===== config.mk =====
export PLATFORM = sky130hd
export DESIGN_NAME = nbit_universal_shift_reg
export DESIGN_NICKNAME = d
export VERILOG_FILES = /design/src/rtl/shift_defs.sv /design/src/rtl/usr_burst_ctrl.sv /design/src/rtl/nbit_universal_shift_reg.sv
export SDC_FILE = /design/constraint.sdc
export NUM_CORES = 1
export LEC_CHECK = 0
export BUFFER_PORTS_ARGS = -buffer_cell sky130_fd_sc_hd__buf_2
export CAP_MARGIN = 20
export CORE_MARGIN = 1
export CORE_UTILIZATION = 46
export CTS_CLUSTER_DIAMETER = 80
export DETAILED_ROUTE_END_ITERATION = 7
export GPL_TIMING_DRIVEN = 1
export PLACE_DENSITY = 0.73
export SLEW_MARGIN = 20
export SYNTH_ARGS = -nofsm -noshare
export SYNTH_HDL_FRONTEND = slang
export SYNTH_HIERARCHICAL = 1
export SYNTH_SLANG_ARGS = --single-unit

===== constraint.sdc =====
create_clock -name clk -period 1.7 [get_ports clk]
set_input_delay 0.17 -clock clk [delete_from_list [all_inputs] [get_ports clk]]
set_output_delay 0.17 -clock clk [all_outputs]
set_load 0.02 [all_outputs]

===== src/rtl/shift_defs.sv =====
// rtl/shift_defs.sv - shared mode and burst-state encodings for the universal shift register
package shift_defs;

    // Manual operation selected by the mode port while idle
    typedef enum logic [1:0] {
        MODE_HOLD   = 2'b00,
        MODE_SHIFT  = 2'b01,
        MODE_LOAD   = 2'b10,
        MODE_ROTATE = 2'b11
    } mode_e;

    // Burst controller states
    typedef enum logic [1:0] {
        ST_IDLE  = 2'b00,
        ST_BURST = 2'b01,
        ST_DONE  = 2'b10
    } state_e;

    // Direction encoding: right moves toward bit 0, left toward the MSB
    localparam logic DIR_RIGHT = 1'b0;
    localparam logic DIR_LEFT  = 1'b1;

endpackage


===== src/rtl/usr_burst_ctrl.sv =====
// rtl/usr_burst_ctrl.sv - burst sequencing FSM and bit counter for the universal shift register
module usr_burst_ctrl
    import shift_defs::*;
#(
    parameter int WIDTH = 4
) (
    input  logic clk,
    input  logic rst,
    input  logic en,
    input  logic start,
    input  logic dir,
    output logic burst_dir,
    output logic busy,
    output logic done,
    output logic idle,
    output logic load_burst,
    output logic burst_step
);

    localparam int CW = $clog2(WIDTH + 1);
    localparam logic [CW-1:0] LAST_BIT = CW'(WIDTH - 1);

    state_e        state_q, state_d;
    logic [CW-1:0] cnt_q, cnt_d;
    logic          burst_dir_q, burst_dir_d;
    logic          busy_q, busy_d;
    logic          done_q, done_d;

    // Next-state logic: launch on start in IDLE, one shift per enabled BURST cycle, single DONE cycle
    always_comb begin
        state_d     = state_q;
        cnt_d       = cnt_q;
        burst_dir_d = burst_dir_q;
        load_burst  = 1'b0;
        burst_step  = 1'b0;
        case (state_q)
            ST_IDLE: begin
                if (start) begin
                    load_burst  = 1'b1;
                    burst_dir_d = dir;
                    cnt_d       = '0;
                    state_d     = ST_BURST;
                end
            end
            ST_BURST: begin
                if (en) begin
                    burst_step = 1'b1;
                    if (cnt_q == LAST_BIT) begin
                        // Counter is parked at zero so it never passes WIDTH-1
                        cnt_d   = '0;
                        state_d = ST_DONE;
                    end else begin
                        cnt_d = cnt_q + 1'b1;
                    end
                end
            end
            ST_DONE: begin
                // start is deliberately ignored here; a new burst must begin from IDLE
                state_d = ST_IDLE;
            end
            default: begin
                state_d = ST_IDLE;
            end
        endcase
        busy_d = (state_d == ST_BURST);
        done_d = (state_d == ST_DONE);
    end

    // Single state register with synchronous reset; busy/done registered from the next state
    always_ff @(posedge clk) begin
        if (rst) begin
            state_q     <= ST_IDLE;
            cnt_q       <= '0;
            burst_dir_q <= DIR_RIGHT;
            busy_q      <= 1'b0;
            done_q      <= 1'b0;
        end else begin
            state_q     <= state_d;
            cnt_q       <= cnt_d;
            burst_dir_q <= burst_dir_d;
            busy_q      <= busy_d;
            done_q      <= done_d;
        end
    end

    assign burst_dir = burst_dir_q;
    assign busy      = busy_q;
    assign done      = done_q;
    assign idle      = (state_q == ST_IDLE);

endmodule


===== src/rtl/nbit_universal_shift_reg.sv =====
// rtl/nbit_universal_shift_reg.sv - N-bit universal shift register with hold/shift/load/rotate and serialising burst
module nbit_universal_shift_reg
    import shift_defs::*;
#(
    parameter int WIDTH = 4
) (
    input  logic             clk,
    input  logic             rst,
    input  logic             en,
    input  logic [1:0]       mode,
    input  logic             dir,
    input  logic [WIDTH-1:0] datain,
    input  logic             ser_in,
    input  logic             start,
    output logic [WIDTH-1:0] dataout,
    output logic             sout,
    output logic             busy,
    output logic             done
);

    logic [WIDTH-1:0] data_q, data_d;
    logic             burst_dir;
    logic             idle;
    logic             load_burst;
    logic             burst_step;
    logic             sout_dir;

    // Move one place toward bit 0, fill enters at the MSB
    function automatic logic [WIDTH-1:0] step_right(input logic [WIDTH-1:0] v, input logic fill);
        return {fill, v[WIDTH-1:1]};
    endfunction

    // Move one place toward the MSB, fill enters at bit 0
    function automatic logic [WIDTH-1:0] step_left(input logic [WIDTH-1:0] v, input logic fill);
        return {v[WIDTH-2:0], fill};
    endfunction

    usr_burst_ctrl #(
        .WIDTH(WIDTH)
    ) u_ctrl (
        .clk        (clk),
        .rst        (rst),
        .en         (en),
        .start      (start),
        .dir        (dir),
        .burst_dir  (burst_dir),
        .busy       (busy),
        .done       (done),
        .idle       (idle),
        .load_burst (load_burst),
        .burst_step (burst_step)
    );

    // Datapath mux: burst launch and burst shifts take priority over the manual mode
    always_comb begin
        data_d = data_q;
        if (load_burst) begin
            data_d = datain;
        end else if (burst_step) begin
            data_d = (burst_dir == DIR_LEFT) ? step_left(data_q, ser_in)
                                             : step_right(data_q, ser_in);
        end else if (idle && en) begin
            case (mode_e'(mode))
                MODE_HOLD:   data_d = data_q;
                MODE_SHIFT:  data_d = (dir == DIR_LEFT) ? step_left(data_q, ser_in)
                                                        : step_right(data_q, ser_in);
                MODE_LOAD:   data_d = datain;
                MODE_ROTATE: data_d = (dir == DIR_LEFT) ? step_left(data_q, data_q[WIDTH-1])
                                                        : step_right(data_q, data_q[0]);
                default:     data_d = data_q;
            endcase
        end
    end

    // Register contents with synchronous clear
    always_ff @(posedge clk) begin
        if (rst) begin
            data_q <= '0;
        end else begin
            data_q <= data_d;
        end
    end

    // The serial output follows the latched burst direction while busy, the live dir otherwise
    assign sout_dir = busy ? burst_dir : dir;
    assign sout     = (sout_dir == DIR_LEFT) ? data_q[WIDTH-1] : data_q[0];
    assign dataout  = data_q;

endmodule


# Word level (Yosys, flattened, before mapping)
# Index checks and enable logic that the tools add are counted.
[classes]
add_sub_neg = 1
muxes = 21
reduce_logical = 8
eq_ne = 10
[op_table]
columns = ["op", "n"]
rows = [
  ["two-way mux 4 bit", 6],
  ["one-hot mux 4 bit (3 select lines)", 1],
  ["two-way mux 3 bit", 3],
  ["== test 2 x 1 -> 1 bit, second input constant", 3],
  ["== test 2 bit, second input constant", 3],
  ["two-way mux 1 bit", 6],
  ["two-way mux 2 bit", 3],
  ["one-hot mux 3 bit (2 select lines)", 1],
  ["logical NOT 2 bit", 2],
  ["inequality test 2 bit, second input constant", 2],
  ["one-hot mux 2 bit (2 select lines)", 1],
  ["AND reduction 2 bit", 2],
  ["adder 3 x 1 -> 3 bit, second input constant", 1],
  ["== test 3 x 2 -> 1 bit, second input constant", 1],
  ["inequality test 3 bit, second input constant", 1],
  ["AND reduction 3 bit", 1],
  ["nonzero test 3 bit", 1],
  ["nonzero test 2 bit", 1],
  ["logical AND 1 bit", 1],
]
[word_totals]
register_bits = 12
elab_cells = 46

# Longest topological paths before layout
[depth]
word_depth = 5
depth_mapped = 8
depth_no_buf = 5

# Hierarchy
# The synthesis kept the hierarchy.
[modules_own_cells]
columns = ["mod", "cells_per_inst", "instances", "area_per_inst_um2", "seq_area_each_um2"]
rows = [
  ["nbit_universal_shift_reg", 58, 1, 426.7, 80.1],
  ["usr_burst_ctrl", 35, 1, 360.3, 160.2],
]

# Least setup slack after synthesis
# Ideal clock, no wire load.
[synth_path]
path_kind = "flip-flop to flip-flop"
startpoint = "register u_ctrl.state_q[1]"
endpoint = "register data_q[1], in the netlist dataout[1]"
required_time_ns = 1.630
stages_incl_launch_ff = 6
arrival_ns = 1.589
setup_slack_ns = 0.041
path_buffers = 1
setup_time_ns = 0.070
path_cell_list = "dfxtp_1 and3b_2 buf_2 or3b_1 a311o_1 a21oi_1"
[synth_between]
elab_chain_cells = 4
word_cells_on_any_way = 10
[synth_rtl]
columns = ["item", "line", "source"]
rows = [
  ["start, declared", "usr_burst_ctrl.sv:23", "state_e state_q, state_d;"],
  ["start signal, assigned", "usr_burst_ctrl.sv:78", "state_q <= state_d;"],
  ["== test 2 x 1 -> 1 bit *", "usr_burst_ctrl.sv:36", "case (state_q)"],
  ["two-way mux 1 bit *", "usr_burst_ctrl.sv:36", ""],
  ["via burst_step", "nbit_universal_shift_reg.sv:25", "logic burst_step;"],
  ["inequality test 3 bit (no source line) (tied with other cells)", "n/a", ""],
  ["AND reduction 2 bit (no source line) / two-way mux 4 bit (equally long branches)", "n/a", ""],
  ["end signal, assigned", "nbit_universal_shift_reg.sv:80", "data_q <= data_d;"],
  ["end, declared", "nbit_universal_shift_reg.sv:21", "logic [WIDTH-1:0] data_q, data_d;"],
]
# Mark *: on every way through the listed nets, which the timed path passes. The rest lies on a longest branch.
# A chain may end at the register's enable or synchronous reset.

# Worst setup path in the final report
[layout_path]
startpoint = "register u_ctrl.state_q[0]"
endpoint = "register data_q[1], in the netlist dataout[1]"
# The elaborated chain is that of the path after synthesis.

==> results.txt <==
----------------------------------------------------
[Run status]
  Outcome ... complete, but fails checks
  Failing checks ... design-rule violations

[Floorplan]
  Overall die width ... 43.36 um
  Std-Cell Core Area ... 1559 um2
  Vertical die dimension ... 43.36 um
  Row cnt ... 14
  Overall die area ... 1880 um2
  Number of placed I/O pins ... 19
  Initial Utilization ... 50.48%

[Clocking]
  Number of gates resized after CTS ... 0
  CTS clock-pin slew for the worst setup and hold paths ... 80 ps
  Num CTS Buffers ... 3
  CTS Root Cell ... clkbuf_4
  Source-to-sink clock delay at the later pin of the worst-skew pair ... 270 ps
  CTS hold repair buffers ... 0
  TritonCTS clock tree ... built
  Sink Count ... 12
  Number of post-CTS setup repair buffers ... 0
  Maximum root-to-sink buffer count ... 2
  H-tree levels ... 1

[STA]
  Post-route clock period utilization ... 91.98%
  Maximum frequency from static timing analysis ... 639.5 MHz
  Final setup violation count ... 0
  Post-Route Skew ... 5.514 ps
  Worst hold margin ... 199.6 ps
  Setup Total Neg Slack ... 0 ps
  Slew @ Worst Pin ... 331.4 ps
  Hold Fails Final Rpt ... 0
  Worst-case setup margin in the final layout ... 136.3 ps
  Max-Slew Margin vs Limit ... 77.86%
  Minimum period implied by the final worst setup slack ... 1564 ps
  Slew Limit Fails ... 0
  Unrepaired setup endpoints after global routing ... no

[Critical path]
  Critical path, cell by cell ... and3b_2 -> mux2i_1 -> mux2i_1 -> a311o_1 -> a21oi_1
  Critical Path End Type ... register
  Critical Path Max Stage Delay ... 390 ps
  Worst endpoint data arrival time ... 1770 ps
  Dominant cell type by count on the critical path ... mux2i_1
  CP required ... 1910 ps
  Startpoint type of the worst setup path ... register
  Critical-path maximum fanout ... 8
  Max stage delay cell, worst path ... dfxtp_1
  Critical Setup Path Class ... reg -> reg

[Power and ir drop]
  Power share of the clock group ... 31.4%
  Worst IR drop on VDD ... 0.5491 mV
  Sequential fraction of design power ... 44.0%
  Overall power of the completed layout ... 725.0 uW
  Power per Cell Area ... 775.7 nW/um2
  Internal power ... 509.5 uW
  Leakage power ... 0.4200 nW
  Switching power as a share of total power ... 29.72%
  Total net switching power ... 215.5 uW
  Power share of the combinational group ... 24.5%

[Logic synthesis]
  Top cell type's share of synthesized area ... 30.52%
  Post-synthesis average cell area ... 8.462 um2
  Number of library cell types mapped by synthesis ... 36
  Flip-flop cell with the highest count after synthesis ... dfxtp_1
  Leading cell types by total area after synthesis ... dfxtp_1 (31%), mux2i_1 (10%), nor2b_1 (4.0%), o21ai_0 (3.8%), nor2_1 (3.3%)
  Syn_nets ... 106
  Proportion of synthesized chip area in sequential cells ... 30.52%
  FFs w/ async S/R, synth ... 0%
  Most frequent cell after synthesis ... dfxtp_1
  Gate count after technology mapping ... 93
  Netlist area before placement ... 787.0 um2
  Commonest cells post-synth ... dfxtp_1 (12), mux2i_1 (8), nor2_1 (7)
  Synthesis Warnings ... 6
  Cell taking the most area after synthesis ... dfxtp_1
  Number of synthesized register bits ... 12
  Number of enable-type register cells in the synthesized netlist ... 0

[GRT]
  Via count of the first global-routing pass ... 633
  Grt total ovfl ... 0
  Number of antenna violations at the first check in global routing ... 0
  Total routing usage reported by global routing ... 19.65%
  GR met2 Demand/Resource ... 27.58%
  Most utilized layer in the global route result ... met1
  Pin count of the biggest net entering global routing ... 14
  Met3 Track Usage GR ... 2.917%
  Global routing usage on met1 ... 29.35%
  First-pass GRT wire length ... 2.753 mm

[Min path]
  Path category of the worst min-delay check ... in -> reg

[Drt]
  First DRT Iteration DRCs ... 14
  Number of remaining DRC errors ... 2
  Drt wl/cell ... 12.66 um
  Via count normalized by instance count ... 5.738
  Routed vias ... 746
  Number of search-and-repair iterations in the first detailed-routing pass ... 6
  Routed Antenna Nets ... 0
  Overall routed net length ... 1.646 mm

[Layout]
  Post-route cell area ... 934.6 um2
  # diodes ... 0
  Final #Nets ... 128
  Fraction of layout instances using a drive strength above 1 ... 28.07%
  Final standard cell utilization of the core ... 59.95%
  Number of fill cells ... 127
  Area added between synthesis and finish ... 18.76%
  Post-Layout Cell Count ... 130

[Flow run]
  Reported max-cap violation count ... 0

[Placed design]
  Post-place instance area ... 898.4 um2
  Number of buffers added on ports ... 18
  Post-place setup slack ... 160.1 ps
  Post-Place Cells ... 126
  Final HPWL DP ... 1.231 mm
  Placer congestion estimate ... 0.8520

----------------------------------------------------
[power groups by stage]
stage | sequential, mW | clock (mW) | combinational, mW
after floorplan | 0.333 | 0 | 0.112
after global placement | 0.326 | 0 | 0.175
after detailed placement | 0.326 | 0 | 0.176
after CTS | 0.319 | 0.235 | 0.177
after global routing | 0.322 | 0.246 | 0.197
final | 0.319 | 0.228 | 0.178
[cells in the final DEF (no fill, tap or decap), types with 3 or more instances in the layout]
master | Yosys | routed
nor2_1 | 7 | 7
nor3_1 | 4 | 4
o21ai_0 | 6 | 6
mux2i_1 | 8 | 8
nor2b_1 | 5 | 5
clkbuf_4 | 0 | 3
buf_4 | 0 | 4
nand2_1 | 6 | 6
inv_1 | 6 | 6
buf_2 | 2 | 18
a211oi_1 | 3 | 3
a21oi_1 | 3 | 3
dfxtp_1 | 12 | 12
[layout make-up]
type / count / area, um2 / share of cell area, %
Timing Repair Buffer: 22 / 120.1 / 12.85
Tap cell: 16 / 20.02 / 2.142
Clock buffer: 4 / 36.28 / 3.882
Inverter: 6 / 22.52 / 2.410
Sequential cell: 12 / 240.2 / 25.70
Multi-Input combinational cell: 70 / 495.5 / 53.01
[metal layers]
metal | routed length (um) | share of wire, %
met5 | 0 | 0
met1 | 813 | 49
met4 | 25 | 1.5
met2 | 706 | 43
met3 | 100 | 6.1
[cell families after synthesis]
logic type,Yosys count,synth area share [%]
compound gates,23,20.67
buf+inv,11,6.518
simple gates,35,26.23
flops,12,30.52
fa+ha+maj,1,1.590
mux,11,14.47
[state kept, by name (all words and copies together) (netlist names)]
| signal | flops |
|---|---|
| u_ctrl/state_q | 2 |
| u_ctrl/done | 1 |
| u_ctrl/busy | 1 |
| dataout | 4 |
| u_ctrl/cnt_q | 3 |
| u_ctrl/burst_dir | 1 |
[critical path, delay by kind of cell, from the launching register on]
family	cells	cell delay [ps]
AO/OA/AOI/OAI	2	480
flip-flops	1	390
multiplexers	2	360
AND/OR/NAND/NOR	1	290
[worst paths after layout]
path                                     start  depth (start not counted)  slack (ps)                           end
setup / recovery  u_ctrl/state_q[0]$_SDFF_PP0_                          5         140       dataout[1]$_SDFFE_PP0P_
setup reg to reg  u_ctrl/state_q[0]$_SDFF_PP0_                          5         140       dataout[1]$_SDFFE_PP0P_
hold reg to reg   u_ctrl/cnt_q[2]$_SDFFE_PP0P_                          1         490  u_ctrl/cnt_q[2]$_SDFFE_PP0P_
hold / removal                              en                          3         200  u_ctrl/state_q[1]$_SDFF_PP0_
Note: power is estimated with default switching activity, not from simulation.
